[config.mk]
export PLATFORM = sky130hd
export DESIGN_NAME = sync_ptx
export DESIGN_NICKNAME = d
export VERILOG_FILES = /design/src/rtl/sync_ptx.sv
export SDC_FILE = /design/constraint.sdc
export NUM_CORES = 1
export LEC_CHECK = 0
export BUFFER_PORTS_ARGS = -buffer_cell sky130_fd_sc_hd__buf_2
export CAP_MARGIN = 20
export CORE_AREA = 2 2 39 41
export CTS_BUF_LIST = sky130_fd_sc_hd__clkbuf_2 sky130_fd_sc_hd__clkbuf_4 sky130_fd_sc_hd__clkbuf_8
export DETAILED_ROUTE_END_ITERATION = 8
export DIE_AREA = 0 0 41 43
export GPL_TIMING_DRIVEN = 0
export REMOVE_ABC_BUFFERS = 1
export SLEW_MARGIN = 20
export SYNTH_ARGS = -nofsm -noshare
export SYNTH_HDL_FRONTEND = slang
export SYNTH_SLANG_ARGS = --single-unit
[constraint.sdc]
create_clock -name in_clock -period 4.9 [get_ports in_clock]
set_input_delay 0 -clock in_clock [delete_from_list [all_inputs] [get_ports in_clock]]
set_output_delay 0 -clock in_clock [all_outputs]
set_load 0.01 [all_outputs]
[src/rtl/sync_ptx.sv]
// Source-domain transmitter of a toggle-based pulse synchronizer.
// Turns accepted pulses into out_toggle level flips, one at a time, and queues any that arrive while a flip is unacknowledged.
//
// state    | meaning
// ---------+-------------------------------------------------------------
// IDLE     | no toggle in flight; launches on in_pulse or queued pulses
// WAIT_ACK | toggle launched, waiting for synchronized ack to match level

module sync_ptx #(
    parameter int SYNC     = 2,
    parameter int CNT_BITS = 4
) (
    input  logic                in_clock,
    input  logic                in_reset_n,
    input  logic                in_pulse,
    input  logic                ack_toggle,
    input  logic                clear_overflow,
    output logic                out_toggle,
    output logic                busy,
    output logic [CNT_BITS-1:0] pending,
    output logic                overflow
);

    typedef enum logic {
        IDLE,
        WAIT_ACK
    } state_t;

    localparam logic [CNT_BITS-1:0] PEND_ONE = CNT_BITS'(1);
    localparam logic [CNT_BITS-1:0] PEND_MAX = '1;

    state_t state;

    (* ASYNC_REG = "TRUE" *) logic [SYNC-1:0] ack_sync;

    logic ack_s;
    logic acked;
    logic pend_nz;
    logic pend_full;

    assign ack_s     = ack_sync[SYNC-1];
    assign acked     = (ack_s == out_toggle);
    assign pend_nz   = (pending != '0);
    assign pend_full = (pending == PEND_MAX);
    assign busy      = (state == WAIT_ACK) || pend_nz;

    always_ff @(posedge in_clock or negedge in_reset_n) begin
        if (!in_reset_n) begin
            state      <= IDLE;
            ack_sync   <= '0;
            out_toggle <= 1'b0;
            pending    <= '0;
            overflow   <= 1'b0;
        end else begin
            ack_sync <= {ack_sync[SYNC-2:0], ack_toggle};

            // A drop in this same cycle below overrides the clear.
            if (clear_overflow) begin
                overflow <= 1'b0;
            end

            case (state)
                IDLE: begin
                    if (in_pulse || pend_nz) begin
                        out_toggle <= ~out_toggle;
                        state      <= WAIT_ACK;
                        // Oldest queued pulse goes out; a new pulse takes its slot.
                        if (pend_nz && !in_pulse) begin
                            pending <= pending - PEND_ONE;
                        end
                    end
                end
                WAIT_ACK: begin
                    if (in_pulse) begin
                        if (pend_full) begin
                            overflow <= 1'b1;
                        end else begin
                            pending <= pending + PEND_ONE;
                        end
                    end
                    if (acked) begin
                        state <= IDLE;
                    end
                end
            endcase
        end
    end

endmodule

### Word-level counts from Yosys, hierarchy flattened

Cells that the tools add are included.

* equal/unequal tests: 6
* add/sub/neg operators: 2
* shift-type cells: 0
* reductions and logical operators: 7
* bitwise gates (word level): 2
* multiplexer cells: 12
* $lt $le $gt $ge: 0
* div/mod/pow operators: 0
* multipliers: 0

Operators with widths (count)
* 2-to-1 mux 4 bit: 4
* != test 2 bit, second input constant: 4
* one-hot mux 4 bit (2 select lines): 1
* 2-to-1 mux 1 bit: 6
* adder 4 x 1 -> 4 bit, second input constant: 1
* equality test 4 bit, second input constant: 1
* AND reduction 4 bit: 1
* nonzero test 4 bit: 1
* subtractor 4 x 1 -> 4 bit, second input constant: 1
* logical OR 1 bit: 2
* NOT 1 bit: 2
* one-hot mux 1 bit (2 select lines): 1
* AND reduction 2 bit: 1
* equality test 1 bit: 1
* logical AND 1 bit: 1
* logical NOT 1 bit: 1

* output and inout bits: 7
* ROM bits: 0
* bits in latches: 0
* bits in writable memories: 0
* memories kept: 0
* flip-flop bits (word level): 9
* word-level logic and storage cells: 34

### Logic depth before layout (Yosys ltp)

* depth after elaboration: 5
* mapped depth: 6
* gate-level depth less buffers: 6

### Worst setup path after synthesis

OpenSTA, ideal clock, no wires.

* kind: register to register
* start: register state
* end: register pending[3]
* stages on the path, launching flop included: 7
* path buffers: 0
* data arrival time: 1491 ps
* slack: 3329 ps
* required time: 4820 ps
* path through: dfrtp_1 inv_1 ha_1 a21o_2 a21oi_1 mux2i_1 xnor2_1

* longest elaborated chain between the ends: 3

RTL lines
* start, declared: line 32 `state_t state;`
* start signal, assigned: line 49 `state <= IDLE;`
* start signal, assigned: line 66 `state <= WAIT_ACK;`
* start signal, assigned: line 82 `state <= IDLE;`
* NOT 1 bit (no source line)
* != test 2 bit (no source line)
* AND reduction 4 bit (no source line)
* end signal, assigned: line 69 `pending <= pending - PEND_ONE;`
* end signal, assigned: line 78 `pending <= pending + PEND_ONE;`
* end, declared: line 20 `output logic [CNT_BITS-1:0] pending,`

Several ways; a longest one is shown, not always the timed one.
A chain may end at the register's enable or synchronous reset.

### Worst setup path in the final report

Same ends and word-level chain as after synthesis.

==> results <==
- The summed instance area of the synthesized netlist is 458 sq um.
- The most area-hungry cell type in the Yosys netlist is sky130_fd_sc_hd__dfrtp_1.
- Of all nets on the critical path, the largest fanout is 5.
- The synthesized-area fraction occupied by xor and xnor cells is 0.0956.
- STA classifies the critical path startpoint as a flip-flop.
- The end of the worst register-to-register path is pending[3].
- The type of the worst setup path is reg2reg.
- The most used flip-flop cell after synthesis is sky130_fd_sc_hd__dfrtp_1.
- The iteration-0 DRC count of the detailed router is 8.
- The floorplan row count is 14.
- Of the total power, the share spent switching nets is 0.403.
- After routing the design area is 591 sq um.
- The largest net degree at the start of global routing is 10.
- CTS built an H-tree with a depth of 1.
- The share of the Yosys chip area taken by registers is 0.492.
- The number of input and output port buffers inserted is 11.
- Counting along the longest clock path gives a buffer depth of 2.
- The routed wire length per instance is 11.7 microns.
- For the worst-skew pair, the clock arrives at the later sink with an insertion delay of 0.26 ns.
- After detailed placement, the total cell area comes to 533 sq um.
- In this design, the largest share of critical-path delay is due to flip-flops.
- The number of global-route vias before repair came to 327.
- The min-delay analysis places its worst path in the category in2reg.
- The highest clock frequency the design can meet is 585 MHz.
- The final antenna diode count is 0.
- The first-pass iteration count of the detailed router is 3.
- After detailed routing, the number of vias per cell comes to 4.94.
- Traced cell by cell, the critical path runs through inv_1, ha_1, a21o_2, a21oi_1, mux2i_1, xnor2_1.
- The slack of the worst reg-to-reg path is 3.19 ns.
- For the worst setup path, the data required time is 5.09 ns.
- Synthesis inferred 9 register bits.
- The cell area power density is 668 nW/um^2.
- The die covers 1760 sq um.
- The post-synthesis mux area share is 0.0710.
- The net count of the finished layout is 63.
- The post-synthesis compound-gate area fraction was 0.0738.
- The layout overhead on the synthesized area is 29.0%.
- The relative slew slack is 0.804.
- Counting flops with a built-in enable in the synthesized netlist gives 0.
- The count of final hold-check violations is 0.
- After synthesis, the largest family of logic cells by area is simple AND/OR/NAND/NOR gates.
- The clock tree from TritonCTS is built.
- The post-synthesis instance total is 36.
- The max capacitance violation total is 0.
- The number of slew-limit violations in the final report is 0.
- The library cell used as clock root buffer is sky130_fd_sc_hd__clkbuf_4.
- The die is 43 microns tall.
- Hold is met by 0.0663 ns.
- For the pin with the worst max-slew slack, the measured transition is 0.291 ns.
- The number of distinct library cells after synthesis is 21.
- The run finished with clean final reports.
- The sum of buffers and inverters on the critical path is 1.
- For this run, design rule violations remaining after detail routing come to 0.
- Summed over all cells, the static leakage comes to 0.268 nW.
- The total length of routed wires is 816 microns.
- Setup violations remaining at the end of the flow were counted as 0.
- The delay of the slowest cell on the worst path is 0.43 ns.
- Sorting the synthesized cells by how often they occur yields sky130_fd_sc_hd__dfrtp_1 (9), sky130_fd_sc_hd__xnor2_1 (4).
- The portion of the clock cycle consumed by the worst path in the final layout is 0.349.
- The element type at the critical path end is a flip-flop.
- Data arrives at the worst endpoint at 1.90 ns.
- Cell internal power was estimated by the tool at 236 uW.
- Of the total synthesized cell area, the portion taken by AND, OR, NAND and NOR gates is 0.153.
- Counting instances, the worst hold path has a depth of 3.
- The share of the core filled with cells in the final layout is 0.427.
- For this run, asynchronously set or reset flops after synthesis account for 1.00.
- The mean post-synth cell area is 12.7 sq um.
- The worst min-delay path endpoint is state.
- Of the post-synthesis cell area, the dominant cell type holds 0.492.
- By area the synthesized netlist is led by sky130_fd_sc_hd__dfrtp_1 (49%), sky130_fd_sc_hd__xnor2_1 (7.7%), sky130_fd_sc_hd__ha_1 (5.5%).
- Counting I/O delays and the setup requirement, the final critical path takes 1.71 ns.
- The sum of negative setup slack is 0 ns.
- Of the total power, combinational logic draws 0.473.
- Across the VDD grid, the largest voltage drop is 0.329 mV.
- The count of nets left with antenna violations once routing finished came out at 0.
- Setup repair after global routing left no endpoint under its margin.
- Global routing finished with a remaining overflow of 0.
- In this run the count of I/O pins placed on the die edge is 12.
- The cell with the largest stage delay on the worst path is sky130_fd_sc_hd__dfrtp_1.
- In this run the standard cell core region covers 1380 sq um.
- The clock skew is 0.000370 ns.
- The share of total power dissipated in sequential elements is 0.381.
- The final weighted congestion in routability-driven placement is 0.694.
- The combined global-route utilization of all metal layers is 0.117.
- The initial antenna violation count is 0.
- The path depth of the worst reg2reg path is 6.
- Summed over all nets, the switching power comes to 159 uW.
- The width of the chip is 41 microns.
- The worst register-to-register path begins at state.
- Yosys instantiated no cell more often than sky130_fd_sc_hd__dfrtp_1.
- After clock tree synthesis, the clock-pin slew on the worst setup and hold paths is 0.06 ns.
- The critical path starts at state.
- The CTS buffer count is 3.
- The global-route wire length before repair is 1370 microns.
- The launch point of the worst hold path is in_pulse.
- The total via count in the routed design is 346.
- Of the total synthesized cell area, the portion taken by full adders, half adders and majority gates is 0.0984.
- The Yosys step of the flow raised 0 warnings.
- The HPWL after detailed placement is 606 microns.
- The starting utilization of the core area is 0.331.
- The clock sink count is 9.
- In the final layout, the share of cells above drive strength 1 is 0.407.
- The part of the total power dissipated in the clock network is 0.147.
## metal layers
| metal | track usage | routed length, microns | part of all wire |
|---|---|---|---|
| met2 | 0.169 | 376 | 0.46 |
| met3 | 0.0471 | 64 | 0.078 |
| met5 | 0 | 0 | 0 |
| met4 | 0.0400 | 0 | 0 |
| met1 | 0.152 | 376 | 0.46 |
## worst max-delay path by stage
| stage | end | slack (ns) | cells past startpoint |
|---|---|---|---|
| 2_1_floorplan | pending[3] | 3.33 | 6 |
| 3_3_place_gp | pending[3] | 3.21 | 6 |
| 3_5_place_dp | pending[3] | 3.19 | 6 |
| 4_1_cts | pending[3] | 3.15 | 6 |
| 5_1_grt | pending[3] | 3.03 | 6 |
| 6_report | pending[3] | 3.19 | 6 |
## logic make-up after synthesis
| family | after synthesis |
|---|---|
| DFF | 9 |
| muxes | 3 |
| buffers and inverters | 2 |
| and+or+nand+nor | 9 |
| adders and majority gates | 3 |
| xor gates and xnor gates | 5 |
| AOI/OAI and AO/OA | 5 |
## power by group through the flow
| stage | sequential, mW | clock, mW | combinational, mW |
|---|---|---|---|
| floorplan | 0.156 | 0 | 0.128 |
| global placement | 0.151 | 0 | 0.184 |
| detailed placement | 0.152 | 0 | 0.185 |
| CTS | 0.151 | 0.0611 | 0.191 |
| global route | 0.158 | 0.0640 | 0.215 |
| finish | 0.150 | 0.0578 | 0.186 |
## worst register-to-register path, stage by stage, from the launching register on
cell and delay [ns]:
sky130_fd_sc_hd__dfrtp_1 0.43, sky130_fd_sc_hd__inv_1 0.19, sky130_fd_sc_hd__ha_1 0.26, sky130_fd_sc_hd__a21o_2 0.20
sky130_fd_sc_hd__a21oi_1 0.19, sky130_fd_sc_hd__mux2i_1 0.23, sky130_fd_sc_hd__xnor2_1 0.13
## cell usage in the layout, fill, tap and decap left out
cell type and count:
sky130_fd_sc_hd__buf_2 11, sky130_fd_sc_hd__nand2_1 2, sky130_fd_sc_hd__nor4_2 1, sky130_fd_sc_hd__o21ai_2 1, sky130_fd_sc_hd__xor2_1 1, sky130_fd_sc_hd__ha_1 2
sky130_fd_sc_hd__nor2_4 1, sky130_fd_sc_hd__inv_1 2, sky130_fd_sc_hd__mux2_1 1, sky130_fd_sc_hd__or4_4 1, sky130_fd_sc_hd__fa_1 1, sky130_fd_sc_hd__nor2b_1 1
sky130_fd_sc_hd__a21oi_1 2, sky130_fd_sc_hd__dfrtp_1 9, sky130_fd_sc_hd__nand4_1 1, sky130_fd_sc_hd__nor3_1 1, sky130_fd_sc_hd__a21o_2 1, sky130_fd_sc_hd__mux2i_1 1
sky130_fd_sc_hd__clkbuf_4 3, sky130_fd_sc_hd__nor3_2 1, sky130_fd_sc_hd__o22ai_1 1, sky130_fd_sc_hd__clkinv_2 1, sky130_fd_sc_hd__xnor2_1 4, sky130_fd_sc_hd__mux2_2 1
sky130_fd_sc_hd__dlygate4sd3_1 3
## through the flow
stage          setup slack [ns]  cells  power [mW]
2_1_floorplan              3.33     36       0.284
3_3_place_gp               3.21     63       0.335
3_5_place_dp               3.19     63       0.337
4_1_cts                    3.15     70       0.403
5_1_grt                    3.03     70       0.436
6_report                   3.19     70       0.395
## repair_timing
| action | in CTS | in global routing |
|---|---|---|
| buffers inserted | 0 | 0 |
| hold buffers | 3 | 0 |
| hold endpoints to repair | 11 | 0 |
| resized for setup | 0 | 0 |
## layout make-up
class / instances / area [sq um]
clock buffers: 3 / 22.5
flip-flops and latches: 9 / 225
inverters: 2 / 7.51
repair buffers: 14 / 85.1
well taps: 16 / 20.0
fillers: 157 / 793
clock inverters: 1 / 5.00
multi-input cells: 25 / 225
## registers in the layout, summed over array words and instances, names as in the netlist
name / cells
ack_sync: 2
out_toggle: 1
overflow: 1
pending: 4
state: 1
(Power assumes the default switching activity.)
